## src/rtl/conv2_pkg.sv

```systemverilog
// conv2 shared types and sizes.
// Second convolution stage of the LeNet-style pipeline.
package conv2_pkg;
  localparam int IN_SIZE_D    = 10;
  localparam int OUT_SIZE_D   = 8;
  localparam int CHANNEL_D    = 6;
  localparam int IN_ADDR_W_D  = 11;
  localparam int OUT_ADDR_W_D = 6;
  localparam int W_ADDR_W_D   = 6;
  localparam int NUM_W_D      = 16;
  localparam int ACC_W_D      = 40;
  localparam int Q_FRAC       = 8;
  localparam int KSIZE        = 3;

  typedef enum logic [2:0] {
    S_IDLE,
    S_MAC,
    S_DRAIN,
    S_WRITE,
    S_DONE
  } state_t;
endpackage

```

## src/rtl/conv2_with_memory_control_mac.sv

```systemverilog
// conv2 multiply-accumulate datapath and output stage.
// Bias add, Q8.8 rescale, saturation and optional ReLU.
module conv2_with_memory_control_mac
  import conv2_pkg::*;
#(
  parameter int NUM_W   = NUM_W_D,
  parameter int ACC_W   = ACC_W_D,
  parameter int RELU_EN = 1
) (
  input  logic                    clk,
  input  logic                    reset,
  input  logic                    clr,
  input  logic                    en,
  input  logic signed [NUM_W-1:0] a,
  input  logic signed [NUM_W-1:0] b,
  input  logic signed [NUM_W-1:0] bias,
  output logic        [NUM_W-1:0] result
);
  localparam logic signed [ACC_W-1:0] MAXV =
    {{(ACC_W-NUM_W+1){1'b0}}, {(NUM_W-1){1'b1}}};
  localparam logic signed [ACC_W-1:0] MINV =
    {{(ACC_W-NUM_W+1){1'b1}}, {(NUM_W-1){1'b0}}};

  logic signed [2*NUM_W-1:0] prod;
  logic signed [ACC_W-1:0]   acc;
  logic signed [ACC_W-1:0]   prod_x;
  logic signed [ACC_W-1:0]   bias_x;
  logic signed [ACC_W-1:0]   sum;
  logic signed [ACC_W-1:0]   shr;

  assign prod   = a * b;
  assign prod_x = {{(ACC_W-2*NUM_W){prod[2*NUM_W-1]}}, prod};
  assign bias_x = {{(ACC_W-NUM_W){bias[NUM_W-1]}}, bias} <<< Q_FRAC;
  assign sum    = acc + bias_x;
  assign shr    = sum >>> Q_FRAC;

  always_comb begin
    result = shr[NUM_W-1:0];
    if (shr > MAXV) begin
      result = MAXV[NUM_W-1:0];
    end else if (shr < MINV) begin
      result = MINV[NUM_W-1:0];
    end
    if (RELU_EN != 0 && result[NUM_W-1]) begin
      result = '0;
    end
  end

  always_ff @(posedge clk or negedge reset) begin
    if (!reset) begin
      acc <= '0;
    end else if (clr) begin
      acc <= '0;
    end else if (en) begin
      acc <= acc + prod_x;
    end
  end
endmodule

```

## src/rtl/conv2_with_memory_control.sv

```systemverilog
// conv2 top: run FSM, tap/pixel counters, BRAM/ROM addressing.
// One 8x8 output channel from a 6x10x10 map.
module conv2_with_memory_control
  import conv2_pkg::*;
#(
  parameter int IN_SIZE    = IN_SIZE_D,
  parameter int OUT_SIZE   = OUT_SIZE_D,
  parameter int CHANNEL    = CHANNEL_D,
  parameter int IN_ADDR_W  = IN_ADDR_W_D,
  parameter int OUT_ADDR_W = OUT_ADDR_W_D,
  parameter int W_ADDR_W   = W_ADDR_W_D,
  parameter int NUM_W      = NUM_W_D,
  parameter int ACC_W      = ACC_W_D,
  parameter int RELU_EN    = 1
) (
  input  logic                  clk,
  input  logic                  reset,
  input  logic                  enable,
  input  logic [NUM_W-1:0]      bias,
  input  logic [NUM_W-1:0]      BRAM_Conv_In,
  output logic [IN_ADDR_W-1:0]  BRAM_Conv_In_Address,
  input  logic [NUM_W-1:0]      weight_data,
  output logic [W_ADDR_W-1:0]   weight_addr,
  output logic                  wr_ena,
  output logic [NUM_W-1:0]      BRAM_Conv_Out,
  output logic [OUT_ADDR_W-1:0] BRAM_Conv_Out_Address,
  output logic                  conv_end
);
  localparam int P_W  = $clog2(OUT_SIZE);
  localparam int CH_W = $clog2(CHANNEL);

  state_t          state, state_n;
  logic            en_q, valid_q;
  logic [1:0]      kr, kc;
  logic [CH_W-1:0] ch;
  logic [P_W-1:0]  r, c;
  logic            last_tap, last_pix;
  logic [NUM_W-1:0]      result;
  logic [IN_ADDR_W-1:0]  in_addr;
  logic [W_ADDR_W-1:0]   w_addr;
  logic [OUT_ADDR_W-1:0] o_addr;

  assign last_tap = (ch == CH_W'(CHANNEL-1)) &&
                    (kr == 2'd2) && (kc == 2'd2);
  assign last_pix = (r == P_W'(OUT_SIZE-1)) &&
                    (c == P_W'(OUT_SIZE-1));

  assign in_addr =
    IN_ADDR_W'(ch) * IN_ADDR_W'(IN_SIZE*IN_SIZE) +
    (IN_ADDR_W'(r) + IN_ADDR_W'(kr)) * IN_ADDR_W'(IN_SIZE) +
    IN_ADDR_W'(c) + IN_ADDR_W'(kc);
  assign w_addr =
    W_ADDR_W'(ch) * W_ADDR_W'(KSIZE*KSIZE) +
    W_ADDR_W'(kr) * W_ADDR_W'(KSIZE) + W_ADDR_W'(kc);
  assign o_addr =
    OUT_ADDR_W'(r) * OUT_ADDR_W'(OUT_SIZE) + OUT_ADDR_W'(c);

  always_comb begin
    state_n = state;
    unique case (state)
      S_IDLE:  if (enable && !en_q) state_n = S_MAC;
      S_MAC:   if (last_tap) state_n = S_DRAIN;
      S_DRAIN: state_n = S_WRITE;
      S_WRITE: state_n = last_pix ? S_DONE : S_MAC;
      S_DONE:  state_n = S_IDLE;
      default: state_n = S_IDLE;
    endcase
  end

  always_ff @(posedge clk or negedge reset) begin
    if (!reset) begin
      state   <= S_IDLE;
      en_q    <= 1'b0;
      valid_q <= 1'b0;
    end else begin
      state   <= state_n;
      en_q    <= enable;
      valid_q <= (state == S_MAC);
    end
  end

  always_ff @(posedge clk or negedge reset) begin
    if (!reset) begin
      kc <= '0;
      kr <= '0;
      ch <= '0;
      r  <= '0;
      c  <= '0;
    end else begin
      unique case (state)
        S_MAC: begin
          if (kc == 2'd2) begin
            kc <= '0;
            if (kr == 2'd2) begin
              kr <= '0;
              ch <= last_tap ? '0 : ch + CH_W'(1);
            end else begin
              kr <= kr + 2'd1;
            end
          end else begin
            kc <= kc + 2'd1;
          end
        end
        S_WRITE: begin
          if (c == P_W'(OUT_SIZE-1)) begin
            c <= '0;
            r <= last_pix ? '0 : r + P_W'(1);
          end else begin
            c <= c + P_W'(1);
          end
        end
        S_DRAIN: ;
        default: begin
          kc <= '0;
          kr <= '0;
          ch <= '0;
          r  <= '0;
          c  <= '0;
        end
      endcase
    end
  end

  conv2_with_memory_control_mac #(
    .NUM_W   (NUM_W),
    .ACC_W   (ACC_W),
    .RELU_EN (RELU_EN)
  ) u_mac (
    .clk    (clk),
    .reset  (reset),
    .clr    ((state == S_WRITE) || (state == S_IDLE)),
    .en     (valid_q),
    .a      ($signed(BRAM_Conv_In)),
    .b      ($signed(weight_data)),
    .bias   ($signed(bias)),
    .result (result)
  );

  assign BRAM_Conv_In_Address  = (state == S_MAC) ? in_addr : '0;
  assign weight_addr           = (state == S_MAC) ? w_addr : '0;
  assign wr_ena                = (state == S_WRITE);
  assign BRAM_Conv_Out         = wr_ena ? result : '0;
  assign BRAM_Conv_Out_Address = wr_ena ? o_addr : '0;
  assign conv_end              = (state == S_DONE);
endmodule

```

## config.mk

```make
export PLATFORM = sky130hd
export DESIGN_NAME = conv2_with_memory_control
export DESIGN_NICKNAME = d
export VERILOG_FILES = /design/src/rtl/conv2_pkg.sv /design/src/rtl/conv2_with_memory_control_mac.sv /design/src/rtl/conv2_with_memory_control.sv
export SDC_FILE = /design/constraint.sdc
export NUM_CORES = 1
export LEC_CHECK = 0
export CAP_MARGIN = 20
export CELL_PAD_IN_SITES_DETAIL_PLACEMENT = 1
export CELL_PAD_IN_SITES_GLOBAL_PLACEMENT = 2
export CORE_UTILIZATION = 43
export DETAILED_ROUTE_END_ITERATION = 10
export PLACE_DENSITY_LB_ADDON = 0.12
export SLEW_MARGIN = 20
export SYNTH_ARGS = -nofsm -noshare
export SYNTH_HDL_FRONTEND = slang
export SYNTH_SLANG_ARGS = --single-unit
```

## constraint.sdc

```tcl
create_clock -name clk -period 8.8 [get_ports clk]
set_input_delay 1.76 -clock clk [delete_from_list [all_inputs] [get_ports clk]]
set_output_delay 1.76 -clock clk [all_outputs]
set_load 0.01 [all_outputs]
```

======== Yosys cells after proc, flatten, opt, wreduce, memory -nomap -nowiden ========
Index checks and enable logic that the tools add are counted.
storage, ports and cells
  bits in registers ....................... 58
  bits of input ports ..................... 51
  output and inout port bits .............. 41
  logic and storage cells ................. 87
operators by class
  add/subtract/negate cells ............... 14
  multiply operators ...................... 5
  $lt $le $gt $ge ......................... 2
  equality and inequality tests ........... 14
  muxes and demuxes ....................... 27
  bitwise operators ....................... 2
  reduce and logical (&&, ||, !) cells .... 14
operators with widths
  cell                    number
  $mux W40                2
  $mux W16                3
  $add A40 B24 Y40        1
  $add A40 B32 Y40        1
  $gt A32 B16 Y1 const B  1
  $lt A32 B16 Y1 const B  1
  $mul A16 B16 Y32        1
  $mux W3                 9
  $pmux W3 S2             3
  $mux W15                1
  $eq A3 B3 Y1 const B    4
  $mux W6                 2
  $pmux W3 S4             1
  $add A10 B8 Y11         1
  $add A11 B2 Y11         1
  $add A11 B3 Y11         1
  $mux W11                1
  $add A3 B1 Y3 const B   3
  $mul A3 B5 Y8 const B   1
  $pmux W2 S2             2
  $mul A4 B3 Y7 const B   1
  $add A6 B2 Y6           1
  $add A6 B3 Y6           1
  $add A6 B4 Y6           1
  19 further kinds        34

======== Logic depth before layout (Yosys ltp) ========
  word-level depth ........................ 7
  mapped depth ............................ 24
  depth with buffers taken out ............ 24

======== Cells and area by module ========
A second synthesis with hierarchy kept.
second synthesis, totals
  cell total of the unflattened synthesis .. 2,029
  area total of the unflattened synthesis .. 18,196.2 um^2
by module, submodules not included
  module                         times used  cells each  area each (um^2)  sequential area each (um^2)
  conv2_with_memory_control_mac  1           1,773       15,924.0          1,001.0
  conv2_with_memory_control      1           256         2,272.2           450.4

======== Least setup slack after synthesis ========
Ideal clock, no wire load.
  path type ............................... input to register
  from .................................... input weight_data[15]
  to ...................................... register u_mac.acc[36]
  setup time .............................. 0.121 ns
  data arrival time ....................... 7.702 ns
  data required time ...................... 8.679 ns
  path slack .............................. 0.977 ns
  stages .................................. 20
  path buffers ............................ 1
  cell sequence ........................... inv_1 -> buf_1 -> nor2_1 -> fa_1 -> fa_1 -> fa_1 -> fa_1 -> fa_1 -> inv_1 -> fa_1 -> inv_1 -> ha_1 -> and3_1 -> a32o_1 -> o311a_1 -> o21a_1 -> o41ai_2 -> o21ai_0 -> xor2_1 -> a22o_1
on the way
  cells in the longest elaborated chain, start to end .. 4
ends and longest elaborated chain
  what                  RTL line                             text
  start, declared       conv2_with_memory_control.sv:22      input logic [NUM_W-1:0] weight_data,
  $mul A16 B16 Y32      conv2_with_memory_control_mac.sv:31  assign prod = a * b;
  $add A40 B32 Y40      conv2_with_memory_control_mac.sv:55  acc <= acc + prod_x;
  $mux W40              conv2_with_memory_control_mac.sv:54  end else if (en) begin
  $mux W40              conv2_with_memory_control_mac.sv:52  end else if (clr) begin
  end signal, assigned  conv2_with_memory_control_mac.sv:55
  end, declared         conv2_with_memory_control_mac.sv:25  logic signed [ACC_W-1:0] acc;
Every way passes these cells. The select of a mux whose other input is x is not followed.
A chain may end at the register's enable or synchronous reset.

======== Worst setup path in the final report ========
  from .................................... input weight_data[5]
  to ...................................... register u_mac.acc[33]
The elaborated chain is that of the path after synthesis.

==> summary.md <==
| Metric | Value |
|---|---|
| Num rows | 73 |
| Slowest stage delay, CP | 0.67 ns |
| Crit-path slowest cell | clkdlybuf4s50_1 |
| Most common cell in the netlist | inv_1 |
| # Post-CTS Setup Buffers | 0 |
| WL met1 | 22500 microns |
| Final TNS setup | 0 ns |
| Main synth FF type | dfrtp_1 |
| Distinct cells, synth | 73 |
| Resize count post-CTS | 0 |
| Data required, critical path | 9.03 ns |
| Outcome | finished, final reports clean |
| Class of the worst hold path | reg2reg |
| Worst Path Max Fanout | 11 |
| Reg clk slew, reported paths | 0.06 ns |
| Final wirelength | 46700 microns |
| Number of synthesized flops with an enable pin | 0 |
| Vias in the first global route | 15200 |
| Most frequent CP cell | fa_1 |
| Die area | 0.0418 sq mm |
| Chip width | 204 microns |
| Arrival time at the worst endpoint | 8.68 ns |
| Crit Path Class | in2reg |
| Mapped Nets | 2521 |
| Clock Tree Root | clkbuf_16 |
| Async set-reset flop share out of synthesis | 100% |
| Sequential area share after synthesis | 8.24% |
| Core ar. | 0.0401 sq mm |
| Synth area leaders | fa_1, ha_1, inv_1, dfrtp_1, and2_1 |
| Final worst-path cycle share | 96.1% |
| Post-route ant nets | 0 |
| Max-slew violation count | 0 |
| Diodes inserted | 0 |
| Filler cell count | 4662 |
| Routed length per instance | 18.2 microns |
| Cells after Synth | 1940 |
| Antenna violations before repair | 1 |
| Largest net degree at the start of global routing | 59 |
| Warnings, synthesis | 0 |
| Pre-antenna DRT Iters | 4 |
| Port bufs | 90 |
| Worst-Skew Late Latency | 0.34 ns |
| Starting DRC count in detailed routing | 627 |
| Tot GR Track Use | 24.5% |
| DP HPWL | 41000 microns |
| Starting Density | 43.9% |
| Htree depth | 3 |
| Post-Syn Area per Cell | 9.08 sq um |
| Die H | 204 microns |
| WHS | 0.534 ns |
| Critical-path cell list | clkdlybuf4s50_1 -> buf_4 -> and2_1 -> fa_1 -> inv_1 -> fa_1 -> inv_1 -> fa_1 -> fa_1 -> fa_1 -> inv_1 -> fa_1 -> inv_1 -> ha_1 -> a21oi_1 -> o21ai_0 -> a311oi_1 -> buf_4 -> o211ai_1 -> a31oi_1 -> nor2b_1 -> o41a_1 -> xor2_1 -> a22o_1 |
| First-pass GRT wire length | 80900 microns |
| Mapped cell area | 0.0176 sq mm |
| Met3 wire len | 937 microns |
| Congestion Overflow GR | 0 |
| Highest metal used | met4 |
| Met2 WL | 22600 microns |
| Cts hold-fix bufs | 0 |
| Sink Count | 58 |
| Area growth, synth to finish | 12.0% |
| Final Hold Viols | 0 |
| Startpoint class of the critical path | input port |
| Clock Skew | 0.0128 ns |
| Area leader, netlist | fa_1 |
| Worst-case clock buffer depth | 2 |
| Synth top area share | 38.5% |
| Vias | 13300 |
| # IOs | 92 |
| Share of cells above drive strength 1 | 5.13% |
| Drc violations | 0 |
| RSZ-0062 raised after global routing | no |
| # setup viols final | 0 |
| Achievable frequency | 0.118 GHz |
| Nets | 2623 |
| RePlAce Congestion | 0.861 |
| Slew @ Worst Pin | 0.804 ns |
| Synth Register Bits | 58 |
| Vias per cell | 5.15 |
| CTS tree | built |
| Max_slew headroom | 46.4% |
| Min Tclk post-route | 8.45 ns |
| Synth top cells by count | inv_1, fa_1, ha_1, nand2_1, and2_1 |
| Worst Setup End Kind | register |
| CTS Buf Count | 9 |
| Max_cap viols | 0 |
| Worst R2R Setup Slack | 2.91 ns |
cell families (layout without fill, tap and decap cells):
kind of cell | count (synthesis) | count (layout) | synth area share [%]
flip-flops | 58 | 58 | 8.24
multiplexers | 4 | 4 | 0.242
AND/OR/NAND/NOR | 459 | 459 | 12.8
adder cells (fa/ha/maj) | 530 | 530 | 52.1
other | 1 | 1 | 0.0213
buffers and inverters | 512 | 619 | 11.0
AO/OA/AOI/OAI | 303 | 303 | 12.0
XOR/XNOR | 73 | 73 | 3.63
critical path, delay by kind of cell:
kind            cells  cell delay [ns]
buf+inv             7             1.37
xor+xnor            1             0.15
simple gates        2             0.30
fa+ha+maj           7             3.40
compound gates      7             1.68
cell usage in the layout, fill, tap and decap left out, types with 4 or more instances in the layout:
master	instances
clkbuf_16	9
nor2_1	79
o21ai_1	4
a22o_1	37
o21ai_0	44
a31oi_1	6
nand2_1	167
fa_1	339
a21o_1	36
xor2_1	29
nor2b_1	10
a21oi_2	10
inv_1	454
o21bai_1	12
or2_2	5
o21a_1	13
clkdlybuf4s50_1	89
a211o_1	6
ha_1	191
buf_4	58
nor3_1	19
nand3_1	12
a21oi_1	80
and3_1	5
o22ai_1	4
o211ai_1	5
nand4_1	8
a2111oi_0	4
and2_1	123
xnor2_1	44
dfrtp_1	58
nand2b_1	10
a22oi_1	8
a211oi_1	6
sequential cells by signal, indices dropped and copies added (netlist names):
register and cells:
kc 2, kr 2, r 3, u_mac.acc 40
ch 3, valid_q 1, state 3, en_q 1
c 3
through the flow:
step           utilization (%)  area (sq um)  instances  setup slack (ns)
4_1_cts                   49.2         19700       2572             0.414
3_5_place_dp              48.4         19400       2556            0.0704
6_report                  49.2         19700       2572             0.347
3_3_place_gp              48.4         19400       2556             0.131
2_1_floorplan                -         17600       1940             0.977
5_1_grt                   49.2         19700       2572            0.0429
area by class of cell:
class                           instances  area, sq um  share of cell area, %
Clock buffer                           11          243                   1.23
Tap cell                              525          657                   3.33
Multi-Input combinational cell       1370        14200                   72.2
Inverter                              454         1700                   8.64
Sequential cell                        58         1450                   7.36
Timing Repair Buffer                  149         1350                   6.85
Clock inverter                          5         77.6                  0.393
worst paths after layout:
kind | end | cells past startpoint | startpoint
worst max-delay path | u_mac.acc[33] | 24 | weight_data[5]
worst min-delay path | u_mac.acc[0] | 1 | u_mac.acc[0]
worst max register to register | u_mac.acc[28] | 20 | u_mac.acc[15]
worst min register to register | u_mac.acc[0] | 1 | u_mac.acc[0]
max in group asynchronous | r[0] | 2 | reset
min in group asynchronous | u_mac.acc[35] | 2 | reset
routing by layer:
layer,up-vias,global-route usage [%]
li1,6235,-
met1,6821,34.9
met2,161,41.3
met3,39,1.63
met4,0,4.69
met5,-,0
Power is not shown: default switching activity piles up to over one toggle a cycle in this logic, so the estimate is an artifact.
